[src/rtl/output_display_if.sv]
// Bundle between the CPU output register and the 7-segment display driver.
// The master side drives the load strobe and data, and the slave side returns the display and result.
interface output_display_if;
  logic        load;
  logic [7:0]  value;
  logic        mode;
  logic [6:0]  seg;
  logic [3:0]  an;
  logic [11:0] bcd;
  logic        neg;
  logic        busy;

  modport master (output load, value, mode, input seg, an, bcd, neg, busy);
  modport slave  (input load, value, mode, output seg, an, bcd, neg, busy);
endinterface

[src/rtl/output_display.sv]
// Captures an 8-bit output value, converts it to BCD with a one-shift-per-clock double dabble,
// and scans the result (sign, hundreds, tens, ones) onto a 4-digit 7-segment display.
module output_display #(
  parameter int SCAN_DIV     = 1000,
  parameter bit COMMON_ANODE = 1'b0
) (
  input  logic             clk,
  input  logic             rst_n,
  output_display_if.slave  bus
);
  typedef enum logic [1:0] {IDLE, CONV, DONE} state_t;

  localparam logic [15:0] SCAN_LAST = 16'(SCAN_DIV - 1);

  state_t      state_q;
  logic [19:0] work_q;
  logic        neg_work_q;
  logic [3:0]  iter_q;
  logic        pend_valid_q;
  logic [7:0]  pend_value_q;
  logic        pend_mode_q;
  logic [11:0] bcd_q;
  logic        neg_q;
  logic        busy_q;

  logic [15:0] scan_q, scan_d;
  logic [1:0]  digit_q, digit_d;
  logic [6:0]  seg_q, seg_d;
  logic [3:0]  an_q, an_d;

  // In DONE a fresh load takes priority over the pending entry.
  logic        start_from_pend;
  logic [7:0]  start_value;
  logic        start_mode;
  logic        start_neg;
  logic [8:0]  start_mag;

  assign start_from_pend = (state_q == DONE) && !bus.load;
  assign start_value     = start_from_pend ? pend_value_q : bus.value;
  assign start_mode      = start_from_pend ? pend_mode_q  : bus.mode;
  assign start_neg       = start_mode && start_value[7];
  assign start_mag       = start_neg ? (9'd256 - {1'b0, start_value}) : {1'b0, start_value};

  logic [11:0] adj;
  logic [19:0] shifted;

  genvar gi;
  generate
    for (gi = 0; gi < 3; gi++) begin : g_adj
      assign adj[gi*4 +: 4] = (work_q[8 + gi*4 +: 4] >= 4'd5) ? work_q[8 + gi*4 +: 4] + 4'd3
                                                               : work_q[8 + gi*4 +: 4];
    end
  endgenerate

  assign shifted = {adj[10:0], work_q[7:0], 1'b0};

  always_ff @(posedge clk or negedge rst_n) begin
    if (!rst_n) begin
      state_q      <= IDLE;
      work_q       <= '0;
      neg_work_q   <= 1'b0;
      iter_q       <= '0;
      pend_valid_q <= 1'b0;
      pend_value_q <= '0;
      pend_mode_q  <= 1'b0;
      bcd_q        <= '0;
      neg_q        <= 1'b0;
      busy_q       <= 1'b0;
    end else begin
      unique case (state_q)
        IDLE: begin
          if (bus.load) begin
            state_q    <= CONV;
            work_q     <= {11'd0, start_mag};
            neg_work_q <= start_neg;
            iter_q     <= '0;
            busy_q     <= 1'b1;
          end
        end
        CONV: begin
          work_q <= shifted;
          iter_q <= iter_q + 4'd1;
          if (iter_q == 4'd7) state_q <= DONE;
          if (bus.load) begin
            pend_valid_q <= 1'b1;
            pend_value_q <= bus.value;
            pend_mode_q  <= bus.mode;
          end
        end
        DONE: begin
          bcd_q <= work_q[19:8];
          neg_q <= neg_work_q;
          if (bus.load || pend_valid_q) begin
            state_q      <= CONV;
            work_q       <= {11'd0, start_mag};
            neg_work_q   <= start_neg;
            iter_q       <= '0;
            pend_valid_q <= 1'b0;
          end else begin
            state_q <= IDLE;
            busy_q  <= 1'b0;
          end
        end
        default: state_q <= IDLE;
      endcase
    end
  end

  function automatic logic [6:0] hex7(logic [3:0] d);
    unique case (d)
      4'd0:    return 7'b0111111;
      4'd1:    return 7'b0000110;
      4'd2:    return 7'b1011011;
      4'd3:    return 7'b1001111;
      4'd4:    return 7'b1100110;
      4'd5:    return 7'b1101101;
      4'd6:    return 7'b1111101;
      4'd7:    return 7'b0000111;
      4'd8:    return 7'b1111111;
      4'd9:    return 7'b1101111;
      default: return 7'b0000000;
    endcase
  endfunction

  // seg/an are computed from the next digit index so they change on the same edge as the index.
  always_comb begin
    scan_d  = scan_q + 16'd1;
    digit_d = digit_q;
    if (scan_q == SCAN_LAST) begin
      scan_d  = '0;
      digit_d = digit_q + 2'd1;
    end
    an_d  = 4'b0001 << digit_d;
    seg_d = 7'b0000000;
    unique case (digit_d)
      2'd0: seg_d = hex7(bcd_q[3:0]);
      2'd1: seg_d = (bcd_q[11:4] == 8'd0) ? 7'b0000000 : hex7(bcd_q[7:4]);
      2'd2: seg_d = (bcd_q[11:8] == 4'd0) ? 7'b0000000 : hex7(bcd_q[11:8]);
      2'd3: seg_d = neg_q ? 7'b1000000 : 7'b0000000;
      default: seg_d = 7'b0000000;
    endcase
  end

  always_ff @(posedge clk or negedge rst_n) begin
    if (!rst_n) begin
      scan_q  <= '0;
      digit_q <= '0;
      seg_q   <= 7'b0111111;
      an_q    <= 4'b0001;
    end else begin
      scan_q  <= scan_d;
      digit_q <= digit_d;
      seg_q   <= seg_d;
      an_q    <= an_d;
    end
  end

  assign bus.seg  = seg_q ^ {7{COMMON_ANODE}};
  assign bus.an   = an_q  ^ {4{COMMON_ANODE}};
  assign bus.bcd  = bcd_q;
  assign bus.neg  = neg_q;
  assign bus.busy = busy_q;
endmodule

[src/flat_wrapper.sv]
// flat-port wrapper written by rule: the top's interface ports become plain ports
module output_display_flat 
#(
  parameter int SCAN_DIV     = 1000,
  parameter bit COMMON_ANODE = 1'b0
)
  (clk, rst_n, bus_load, bus_value, bus_mode, bus_seg, bus_an, bus_bcd, bus_neg, bus_busy);
  output_display_if bus_i ();
  input  logic clk;
  input  logic rst_n;
  input wire logic [$bits(bus_i.load)-1:0] bus_load;
  input wire logic [$bits(bus_i.value)-1:0] bus_value;
  input wire logic [$bits(bus_i.mode)-1:0] bus_mode;
  output wire logic [$bits(bus_i.seg)-1:0] bus_seg;
  output wire logic [$bits(bus_i.an)-1:0] bus_an;
  output wire logic [$bits(bus_i.bcd)-1:0] bus_bcd;
  output wire logic [$bits(bus_i.neg)-1:0] bus_neg;
  output wire logic [$bits(bus_i.busy)-1:0] bus_busy;
  assign bus_i.load = bus_load;
  assign bus_i.value = bus_value;
  assign bus_i.mode = bus_mode;
  assign bus_seg = bus_i.seg;
  assign bus_an = bus_i.an;
  assign bus_bcd = bus_i.bcd;
  assign bus_neg = bus_i.neg;
  assign bus_busy = bus_i.busy;
  output_display #(.SCAN_DIV(SCAN_DIV), .COMMON_ANODE(COMMON_ANODE)) u_core (.clk(clk), .rst_n(rst_n), .bus(bus_i));
endmodule
[config.mk]
export PLATFORM = sky130hd
export DESIGN_NAME = output_display_flat
export DESIGN_NICKNAME = d
export VERILOG_FILES = /design/src/rtl/output_display_if.sv /design/src/rtl/output_display.sv /design/src/flat_wrapper.sv
export SDC_FILE = /design/constraint.sdc
export NUM_CORES = 1
export LEC_CHECK = 0
export CORE_MARGIN = 2
export CORE_UTILIZATION = 50
export DETAILED_ROUTE_END_ITERATION = 6
export GPL_TIMING_DRIVEN = 0
export HOLD_SLACK_MARGIN = 0.12
export PLACE_DENSITY_LB_ADDON = 0.05
export SYNTH_ARGS = -nofsm -noshare
export SYNTH_HDL_FRONTEND = slang
export SYNTH_SLANG_ARGS = --single-unit
[constraint.sdc]
create_clock -name clk -period 2.6 [get_ports clk]
set_clock_uncertainty 0.1 [all_clocks]
set_input_delay 0.26 -clock clk [delete_from_list [all_inputs] [get_ports clk]]
set_output_delay 0.26 -clock clk [all_outputs]
set_load 0.1 [all_outputs]
==> out/metrics.yaml, run 1 <==
combPwrFrac_pct: 51.0
synth.distinct_cells: 58
finalCriticalPeriod_ns: 2.42
mostFrequentLayoutCells: "72 x dfrtp_1, 45 x nand2_1, 39 x nor2_1"
cp_max_fo: 8
dp_hpwl_um: 7100
cp-start-kind: "flop"
power_switching_uw: 3060
synthXorXnorAreaFrac_pct: 5.62
cp_data_arrival_time_ns: 2.06
max_cap_viol_count: 0
cp-end-kind: "primary output"
rows: 34
synth_top_family_by_area: "simple AND/OR/NAND/NOR gates"
first_iter_violations: 180
syn_nets: 501
synth-compound-area-share_pct: 13.9
vdd_drop_max_mv: 0.554
synth_cells: 465
layout-drive-gt1-share_pct: 9.83
ys_ff_latch: 80
cp.required_ns: 2.24
synth_area_sq_mm: 0.00452
htree_levels: 3
power_frac_seq_pct: 31.5
fmax_mhz: 412
tightest_slew_ns: 0.972
cts_tree: "built"
clk_latency_ns: 0.36
io_buffer_count: 36
grt_pass1_vias: 3505
yosys_warnings: 0
post-route-period-util_pct: 93.3
p_sw_share_pct: 47.4
antenna_cells: 0
clockBufferDepth: 2
nets: 550
worst_path_dominant_cell_family: "buffers and inverters"
path_buf_inv: 1
yosysSeqAreaShare_pct: 44.5
cts-root-buf: "clkbuf_8"
critPathKind: "reg -> out"
grt_pass1_wl_um: 16900
synth_mux_area_share_pct: 6.83
tns_ns: 0
grt_max_degree: 59
num_vias: 3524
die_width_um: 99.1
hold_viol: 0
routed.top_layer: "met4"
clk_pin_slew_ns: 0.09
route.detailed.drc: 0
rsz0062_at_grt: "no"
fillers: 750
synth_edf_count: 0
final_util_pct: 60.6
synth.avg_cell_area_sq_um: 9.72
grt_usage_pct: 21.4
outcome: "completed"
p_leak_uw: 0.00224
wl_met3_um: 271
synth-simple-area-share_pct: 18.4
num_io_pins: 37
cts_buffers: 9
relSlewSlack_pct: 35.0
final_common_cell: "dfrtp_1"
wl_met1_um: 4730
synthAdderAreaFrac_pct: 6.86
internal_power_uw: 3400
clkPwrFrac_pct: 17.5
cpMaxStageDelayCell: "clkdlybuf4s50_1"
antenna_found_initial: 0
setup_violations: 0
area_delta_synth_final_pct: 17.4
synthArstFlopShare_pct: 100
die_area_sq_mm: 0.00982
wl_met2_um: 4660
wl_per_cell_um: 15.7
first_pass_iters: 5
grt-ovfl-total: 0
start_util_pct: 51.6
core_area_sq_mm: 0.00876
path_cells: "clkdlybuf4s50_1"
drt.antenna.violating_nets: 0
max_stage_delay_ns: 1.19
viasPerCell: 5.62
clkSinkCount: 80
wirelength_um: 9850
powerDensity_mw_per_mm2: 1220
slew_viol_final: 0
ys.flop_type: "dfrtp_1"
hp-class: "in -> async"
gp_congestion: 0.870
die_h_um: 99.1
## sequential cells by signal, summed over array words and instances, names as in the netlist
| name | cells |
|---|---|
| u_core.bus.an | 4 |
| u_core.bus.bcd | 12 |
| u_core.bus.busy | 1 |
| u_core.bus.neg | 1 |
| u_core.bus.seg | 7 |
| u_core.digit_q | 2 |
| u_core.iter_q | 4 |
| u_core.neg_work_q | 1 |
| u_core.pend_mode_q | 1 |
| u_core.pend_valid_q | 1 |
| u_core.pend_value_q | 8 |
| u_core.scan_q | 16 |
| u_core.state_q | 2 |
| u_core.work_q | 20 |
## power by group through the flow
stage,sequential [uW],combinational (uW),clock [uW]
CTS,2020,3300,1150
finish,2030,3290,1130
floorplan,2900,1600,0
global route,2100,3590,1220
detailed placement,2050,3260,0
global placement,2040,3200,0
## cell type report
| cell class | count | area (sq um) | share of cell area (%) |
|---|---|---|---|
| Inverter | 22 | 82.6 | 1.56 |
| Multi-Input combinational cell | 342 | 2340 | 44.1 |
| Clock inverter | 6 | 115 | 2.17 |
| Sequential cell | 80 | 2010 | 37.9 |
| Timing Repair Buffer | 38 | 395 | 7.45 |
| Tap cell | 108 | 135 | 2.55 |
| Buffer | 21 | 97.6 | 1.84 |
| Clock buffer | 10 | 128 | 2.40 |
## worst reg2reg max path, cell delays in order, from the launching register on
cell and delay (ns):
dfrtp_1 0.45, inv_1 0.14, ha_1 0.23, or3b_1 0.45
a211oi_1 0.35, maj3_1 0.24, nor2_1 0.04, o32a_1 0.30
## logic make-up (layout without fill, tap and decap cells)
| family | count (synthesis) | in the layout |
|---|---|---|
| xor+xnor | 29 | 29 |
| simple gates | 164 | 164 |
| flops | 80 | 80 |
| fa+ha+maj | 25 | 25 |
| compound gates | 95 | 95 |
| mux | 29 | 29 |
| buf+inv | 43 | 97 |
## Yosys cell counts (all sizes together), types with 5 or more instances
library cell	instances	area [sq um]
mux2	15	169
inv	22	82.6
and3	5	31.3
dfstp	7	184
nand3	15	75.1
o311ai	7	76.3
ha	24	300
dfrtp	73	1830
a21oi	18	90.1
o21ai	34	170
xor2	14	123
xnor2	15	131
nand2b	10	62.6
nand2	45	169
nand4	6	37.5
nor2b	9	56.3
and4	5	43.8
mux2i	14	140
nor2	39	146
nor3b	6	45.0
nor3	9	45.0
clkbuf	17	63.8
o31ai	7	52.6
## final timing paths
| kind | cells past startpoint | to | start | slack (ns) |
|---|---|---|---|---|
| min | 2 | u_core.scan_q[5]$_DFF_PN0_ | rst_n | 0.24 |
| max in group asynchronous | 3 | u_core.state_q[1]$_DFFE_PN0P_ | rst_n | 1.56 |
| min in group clk | 1 | u_core.state_q[1]$_DFFE_PN0P_ | u_core.iter_q[3]$_DFFE_PN0P_ | 0.39 |
| min reg2reg | 1 | u_core.state_q[1]$_DFFE_PN0P_ | u_core.iter_q[3]$_DFFE_PN0P_ | 0.39 |
| max | 1 | bus_bcd[5] | u_core.bus.bcd[5]$_DFFE_PN0N_ | 0.18 |
| max reg2reg | 7 | u_core.bus.seg[5]$_DFF_PN1_ | u_core.bus.bcd[9]$_DFFE_PN0N_ | 0.24 |
## per-layer routing
layer,vias to the layer above,GRT usage [%]
li1,1758,-
met4,0,8.64
met5,-,0
met1,1689,29.3
met2,61,34.1
met3,16,3.51
## stage by stage
stage,std cells,power [uW],hold slack (ns),setup slack (ns),area [sq um]
after floorplan,465,4500,-0.136,0.0698,4520
after global placement,609,5240,0.363,-1.59,5020
final,627,6460,0.239,0.175,5310
after detailed placement,610,5310,0.0824,-0.248,5040
after global routing,627,6900,0.253,0.00808,5310
after CTS,627,6470,0.239,0.0751,5300
## timing repair
item,4_1_cts,5_1_grt
endpoints found under the setup margin,0,1
endpoints found under the hold margin,80,0
setup buffers,0,0
resized for setup,0,4
hold buffers,1,0
No activity file was read; power rests on OpenSTA's default activity.
==> run 2: changes to the inputs <==
--- a/config.mk
+++ b/config.mk
@@ -7,8 +7,8 @@
 export LEC_CHECK = 0
 export CORE_MARGIN = 2
 export CORE_UTILIZATION = 50
+export CTS_CLUSTER_DIAMETER = 120
 export DETAILED_ROUTE_END_ITERATION = 6
-export GPL_TIMING_DRIVEN = 0
 export HOLD_SLACK_MARGIN = 0.12
 export PLACE_DENSITY_LB_ADDON = 0.05
 export SYNTH_ARGS = -nofsm -noshare
==> run 2 against run 1 <==
Global-route usage decreased by 1.4 points. Utilization is 1.5 points lower. Sequential share of layout area up 0.96 points. Register-to-register slack lost 0.07 ns. Total power down 3.2%. Highest routed layer unchanged.
==> out/metrics.yaml, run 2 (synthesized netlist as in run 1, its figures left out) <==
ff2ff_setup_slack_ns: 0.17  # was 0.24 ns
setup_violations: 0  # unchanged
wl_per_cell_um: 15.3  # was 15.7 um
drt.antenna.violating_nets: 0  # unchanged
cts_tree: "built"  # unchanged
cpMaxStageDelayCell: "a2111oi_0"  # was clkdlybuf4s50_1
power_uw: 6250  # was 6460 uW
rr_startpoint: "u_core.scan_q[0]$_DFF_PN0_"  # was u_core.bus.bcd[9]$_DFFE_PN0N_
die_area_sq_mm: 0.00982  # unchanged
layout-drive-gt1-share_pct: 15.8  # was 9.83%
wl_met1_um: 4640  # was 4730 um
min_from: "u_core.iter_q[3]$_DFFE_PN0P_"
final_util_pct: 59.0  # was 60.6%
hp-class: "reg -> reg"  # was in -> async
antenna_cells: 0  # unchanged
slew_viol_final: 0  # unchanged
cp-end-kind: "flop"  # was primary output
whs_endpoint: "u_core.state_q[1]$_DFFE_PN0P_"
routed.top_layer: "met4"  # unchanged
max_cap_viol_count: 0  # unchanged
core_area_sq_mm: 0.00876  # unchanged
route.detailed.drc: 0  # unchanged
relSlewSlack_pct: 35.5  # was 35.0%
cp_data_arrival_time_ns: 2.60  # was 2.06 ns
grt_max_degree: 80  # was 59
htree_levels: 3  # unchanged
die_width_um: 99.1  # unchanged
grt_pass1_wl_um: 16000  # was 16,900 um
outcome: "completed"  # unchanged
dp_cells: 598  # was 610
clkSinkCount: 80  # unchanged
start_util_pct: 51.6  # unchanged
grt_usage_pct: 20.0  # was 21.4%
hold_viol: 0  # unchanged
die_h_um: 99.1  # unchanged
cts_buffers: 9  # unchanged
max_stage_delay_ns: 0.59  # was 1.19 ns
r2r_end: "u_core.bus.seg[3]$_DFF_PN1_"  # was u_core.bus.seg[5]$_DFF_PN1_
dp_hpwl_um: 6680  # was 7100 um
fillers: 759  # was 750
first_pass_iters: 4  # was 5
cp-start-kind: "flop"  # unchanged
area_delta_synth_final_pct: 14.4  # was 17.4%
post-route-period-util_pct: 93.3  # about the same
clk_pin_slew_ns: 0.09  # about the same
num_io_pins: 37  # unchanged
cp.required_ns: 2.78  # was 2.24 ns
rsz0062_at_grt: "no"  # unchanged
worst_path_dominant_cell_family: "compound AO/OA/AOI/OAI gates"  # was buffers and inverters
finalCriticalPeriod_ns: 2.43  # was 2.42 ns
grt-ovfl-total: 0  # unchanged
tightest_slew_ns: 0.968  # was 0.972 ns
vdd_drop_max_mv: 0.524  # was 0.554 mV
wl_met3_um: 331  # was 271 um
tns_ns: 0  # unchanged
final_common_cell: "dfrtp_1"  # unchanged
largest_register_ff_count: 20  # unchanged
critPathKind: "reg -> reg"  # was reg -> out
wirelength_um: 9390  # was 9850 um
cp_max_fo: 19  # was 8
worstHoldPathCells: 1
worstSetupStartpoint: "u_core.scan_q[0]$_DFF_PN0_"  # was u_core.bus.bcd[5]$_DFFE_PN0N_
fin_cells: 615  # was 627
p_leak_uw: 0.00227  # was 0.00224 uW
num_vias: 3408  # was 3,524
path_cells: "ha_1 -> and4b_1 -> and4_1 -> buf_4 -> a2111oi_0 -> a311oi_1 -> a2bb2oi_1"  # was clkdlybuf4s50_1
clk_latency_ns: 0.35  # was 0.36 ns
grt_pass1_vias: 3319  # was 3,505
rr_worst_depth: 7  # unchanged
clockBufferDepth: 2  # unchanged
nets: 538  # was 550
rows: 34  # unchanged
mostFrequentLayoutCells: "73 x dfrtp_1, 45 x nand2_1, 39 x nor2_1"  # was 72 x dfrtp_1, 45 x nand2_1, 39 x nor2_1
viasPerCell: 5.54  # was 5.62
io_buffer_count: 36  # unchanged
fmax_mhz: 412  # about the same
top_register: "u_core.work_q"  # unchanged
path_buf_inv: 1  # unchanged
gp_congestion: 0.854  # was 0.870
wl_met2_um: 4310  # was 4660 um
powerDensity_mw_per_mm2: 1210  # was 1220 mW/mm^2
cts-root-buf: "clkbuf_8"  # unchanged
antenna_found_initial: 0  # unchanged
first_iter_violations: 111  # was 180
==> run 2: changes by cell type in the layout (fill, tap and decap cells not counted), moves of 2 or more <==
| cell | change |
|---|---|
| buf_4 | +33 |
| clkbuf_1 | -18 |
| clkdlybuf4s50_1 | -25 |
| clkinv_4 | +2 |
==> run 2: worst max path at each step <==
stage	endpoint	slack (ns)	depth (start not counted)
after floorplan	u_core.bus.seg[5]$_DFF_PN1_	0.07	7
after global placement	u_core.work_q[6]$_DFFE_PN0P_	0.20	8
after detailed placement	u_core.work_q[6]$_DFFE_PN0P_	0.13	8
after CTS	u_core.bus.seg[3]$_DFF_PN1_	0.24	7
after global routing	u_core.bus.seg[3]$_DFF_PN1_	0.05	7
final	u_core.bus.seg[3]$_DFF_PN1_	0.17	7
==> run 2: what timing repair did <==
item	4_1_cts	5_1_grt
hold buffers	1	0
endpoints found under the hold margin	73	0
setup buffers	0	0
gates resized for setup	0	0
==> run 2: metal layers <==
metal	global-route usage, %	vias to the layer above
li1	-	1719
met1	28.3	1619
met2	31.5	61
met3	3.65	9
met4	6.32	0
met5	0	-
==> run 2: layout make-up <==
class | instances | area, sq um | share of cell area (%)
multi-input combinational | 342 | 2340 | 45.2
sequential | 80 | 2010 | 38.9
timing repair buffer | 47 | 380 | 7.35
tap | 108 | 135 | 2.61
clock buffer | 9 | 124 | 2.39
clock inverter | 7 | 103 | 1.98
inverter | 22 | 82.6 | 1.60
==> run 2: worst register-to-register path, cell delays in order, from the launching register on <==
cell and delay [ns]:
dfrtp_1 0.43, ha_1 0.29, and4b_1 0.23, and4_1 0.20
buf_4 0.21, a2111oi_0 0.59, a311oi_1 0.10, a2bb2oi_1 0.18
==> run 2: power breakdown <==
part	switching (uW)	total, uW	leakage (uW)	internal (uW)
clock network	481	1030	0.000110	551
logic	2080	3120	0.00115	1040
registers	432	2090	0.00101	1660
total	3000	6250	0.00227	3250
==> run 2: through the flow <==
step           hold slack (ns)  worst slack [ns]  cell area [sq um]
3_3_place_gp             0.369             0.199               4940
5_1_grt                  0.415            0.0488               5170
6_report                 0.383             0.174               5170
3_5_place_dp             0.367             0.129               4940
2_1_floorplan           -0.136            0.0698               4520
4_1_cts                  0.381             0.242               5170
==> run 3: changes to the inputs <==
--- a/config.mk
+++ b/config.mk
@@ -10,7 +10,7 @@
 export CTS_CLUSTER_DIAMETER = 120
 export DETAILED_ROUTE_END_ITERATION = 6
 export HOLD_SLACK_MARGIN = 0.12
-export PLACE_DENSITY_LB_ADDON = 0.05
+export PLACE_DENSITY_LB_ADDON = 0.1
 export SYNTH_ARGS = -nofsm -noshare
 export SYNTH_HDL_FRONTEND = slang
 export SYNTH_SLANG_ARGS = --single-unit
==> run 3 against run 2 <==
Sequential cell count unchanged. First-iteration DRC count up 23%. Combinational power about the same. Sequential power is essentially flat. Total power fell by 2.9%. Non-clock buffer count increased by 2. Register-to-register slack improved by 0.11 ns. Highest routed layer unchanged.
==> out/metrics.yaml, run 3 (synthesized netlist as in run 1, its figures left out) <==
cp_data_arrival_time_ns: 2.49  # was 2.60 ns
outcome: "completed"  # unchanged
tns_ns: 0  # unchanged
grt_pass1_wl_um: 16600  # was 16,000 um
internal_power_uw: 3080  # was 3250 uW
cp.required_ns: 2.77  # was 2.78 ns
vdd_drop_max_mv: 0.530  # was 0.524 mV
wl_per_cell_um: 15.5  # was 15.3 um
final_util_pct: 58.6  # was 59.0%
largest_register_ff_count: 20  # unchanged
core_area_sq_mm: 0.00876  # unchanged
gp_congestion: 0.881  # was 0.854
grt_max_degree: 80  # unchanged
antenna_found_initial: 0  # unchanged
cp-start-kind: "flop"  # unchanged
clkPwrFrac_pct: 13.9  # was 16.5%
die_width_um: 99.1  # unchanged
post-route-period-util_pct: 89.3  # was 93.3%
fin_ws_ns: 0.279  # was 0.174 ns
first_iter_violations: 137  # was 111
setup_violations: 0  # unchanged
combPwrFrac_pct: 51.8  # was 50.0%
regArea_sq_mm: 0.00201  # unchanged
rows: 34  # unchanged
final_common_cell: "dfrtp_1"  # unchanged
cts-root-buf: "clkbuf_8"  # unchanged
route.detailed.drc: 0  # unchanged
first_pass_iters: 4  # unchanged
ff2ff_setup_slack_ns: 0.28  # was 0.17 ns
dpl_worst_slack_ns: 0.0867  # was 0.129 ns
p_sw_share_pct: 49.2  # was 48.0%
critPathKind: "reg -> reg"  # unchanged
relSlewSlack_pct: 35.6  # was 35.5%
hold_viol: 0  # unchanged
cts_resized: 0  # unchanged
cts_setup_buffers: 0  # unchanged
io_buffer_count: 36  # unchanged
rsz0062_at_grt: "no"  # unchanged
htree_levels: 3  # unchanged
drt.antenna.violating_nets: 0  # unchanged
clk_pin_slew_ns: 0.10  # was 0.09 ns
powerDensity_mw_per_mm2: 1180  # was 1210 mW/mm^2
hp-class: "reg -> reg"  # unchanged
clk_latency_ns: 0.36  # was 0.35 ns
dp_hpwl_um: 6810  # was 6680 um
wirelength_um: 9530  # was 9390 um
hold-worst-slack_ns: 0.385  # was 0.383 ns
layout-drive-gt1-share_pct: 15.7  # was 15.8%
power_uw: 6070  # was 6250 uW
finalCriticalPeriod_ns: 2.32  # was 2.43 ns
grt-ovfl-total: 0  # unchanged
slew_viol_final: 0  # unchanged
cp-end-kind: "flop"  # unchanged
mostFrequentLayoutCells: "73 x dfrtp_1, 45 x nand2_1, 39 x nor2_1"  # unchanged
nets: 540  # was 538
viasPerCell: 5.74  # was 5.54
fillers: 815  # was 759
num_io_pins: 37  # unchanged
cts_buffers: 9  # unchanged
grt_usage_pct: 20.9  # was 20.0%
max_cap_viol_count: 0  # unchanged
die_area_sq_mm: 0.00982  # unchanged
start_util_pct: 51.6  # unchanged
clockBufferDepth: 2  # unchanged
num_vias: 3540  # was 3,408
antenna_cells: 0  # unchanged
multi_input_area_sq_mm: 0.00234  # unchanged
clkSinkCount: 80  # unchanged
fmax_mhz: 431  # was 412 MHz
power_switching_uw: 2980  # was 3000 uW
area_delta_synth_final_pct: 13.6  # was 14.4%
top_register: "u_core.work_q"  # unchanged
grt_pass1_vias: 3442  # was 3,319
die_h_um: 99.1  # unchanged
p_leak_uw: 0.00225  # was 0.00227 uW
cts_tree: "built"  # unchanged
tightest_slew_ns: 0.967  # was 0.968 ns
power_frac_seq_pct: 34.4  # was 33.5%
cp_max_fo: 19  # unchanged
## run 3: cell count changes in the layout (fill, tap and decap cells not counted)
cell / before / now
buf_4: 36 / 38
clkinv_2: 0 / 1
clkbuf_8: 9 / 10
bufinv_16: 2 / 0
inv_6: 2 / 0
clkbuf_1: 0 / 2
## run 3: through the flow
step | instance area, sq um | std cells
2_1_floorplan | 4520 | 465
3_3_place_gp | 4950 | 600
3_5_place_dp | 4950 | 600
4_1_cts | 5140 | 617
5_1_grt | 5140 | 617
6_report | 5140 | 617
## run 3: timing repair
action,CTS,global route
endpoints found under the setup margin,0,0
hold buffers,1,0
endpoints found under the hold margin,73,0
## run 3: final timing paths
| path | start | to | cells after the start |
|---|---|---|---|
| worst max-delay path | u_core.scan_q[0]$_DFF_PN0_ | u_core.bus.seg[3]$_DFF_PN1_ | 7 |
| min in group asynchronous | rst_n | u_core.scan_q[8]$_DFF_PN0_ | 2 |
| worst min-delay path | u_core.work_q[1]$_DFFE_PN0P_ | u_core.work_q[2]$_DFFE_PN0P_ | 2 |
| worst max register to register | u_core.scan_q[0]$_DFF_PN0_ | u_core.bus.seg[3]$_DFF_PN1_ | 7 |
| worst min register to register | u_core.work_q[1]$_DFFE_PN0P_ | u_core.work_q[2]$_DFFE_PN0P_ | 2 |
| max in group asynchronous | rst_n | u_core.bus.seg[1]$_DFF_PN1_ | 3 |
## run 3: routing by layer
layer | global-route usage, % | part of all wire, %
met5 | 0 | 0
met4 | 7.38 | 1.7
met3 | 4.29 | 3.4
met2 | 33.4 | 46
met1 | 28.3 | 49
## run 3: final cells by class
| cell class | count | area share [%] |
|---|---|---|
| Clock buffer | 12 | 2.83 |
| Clock inverter | 4 | 0.585 |
| Inverter | 22 | 1.61 |
| Multi-Input combinational cell | 342 | 45.5 |
| Sequential cell | 80 | 39.1 |
| Tap cell | 108 | 2.63 |
| Timing Repair Buffer | 49 | 7.70 |
## run 3: power by group through the flow
| stage | sequential, uW | combinational (uW) | clock (uW) |
|---|---|---|---|
| 6_report | 2080 | 3140 | 843 |
| 5_1_grt | 2150 | 3440 | 919 |
| 4_1_cts | 2080 | 3150 | 873 |
| 3_5_place_dp | 2100 | 3140 | 0 |
| 3_3_place_gp | 2090 | 3090 | 0 |
| 2_1_floorplan | 2900 | 1600 | 0 |
## run 3: worst max-delay path, cell delays in order, from the launching register on
cell	delay, ns
dfrtp_1	0.43
ha_1	0.30
and4b_1	0.23
and4_1	0.20
buf_4	0.21
a2111oi_0	0.45
a311oi_1	0.10
a2bb2oi_1	0.22
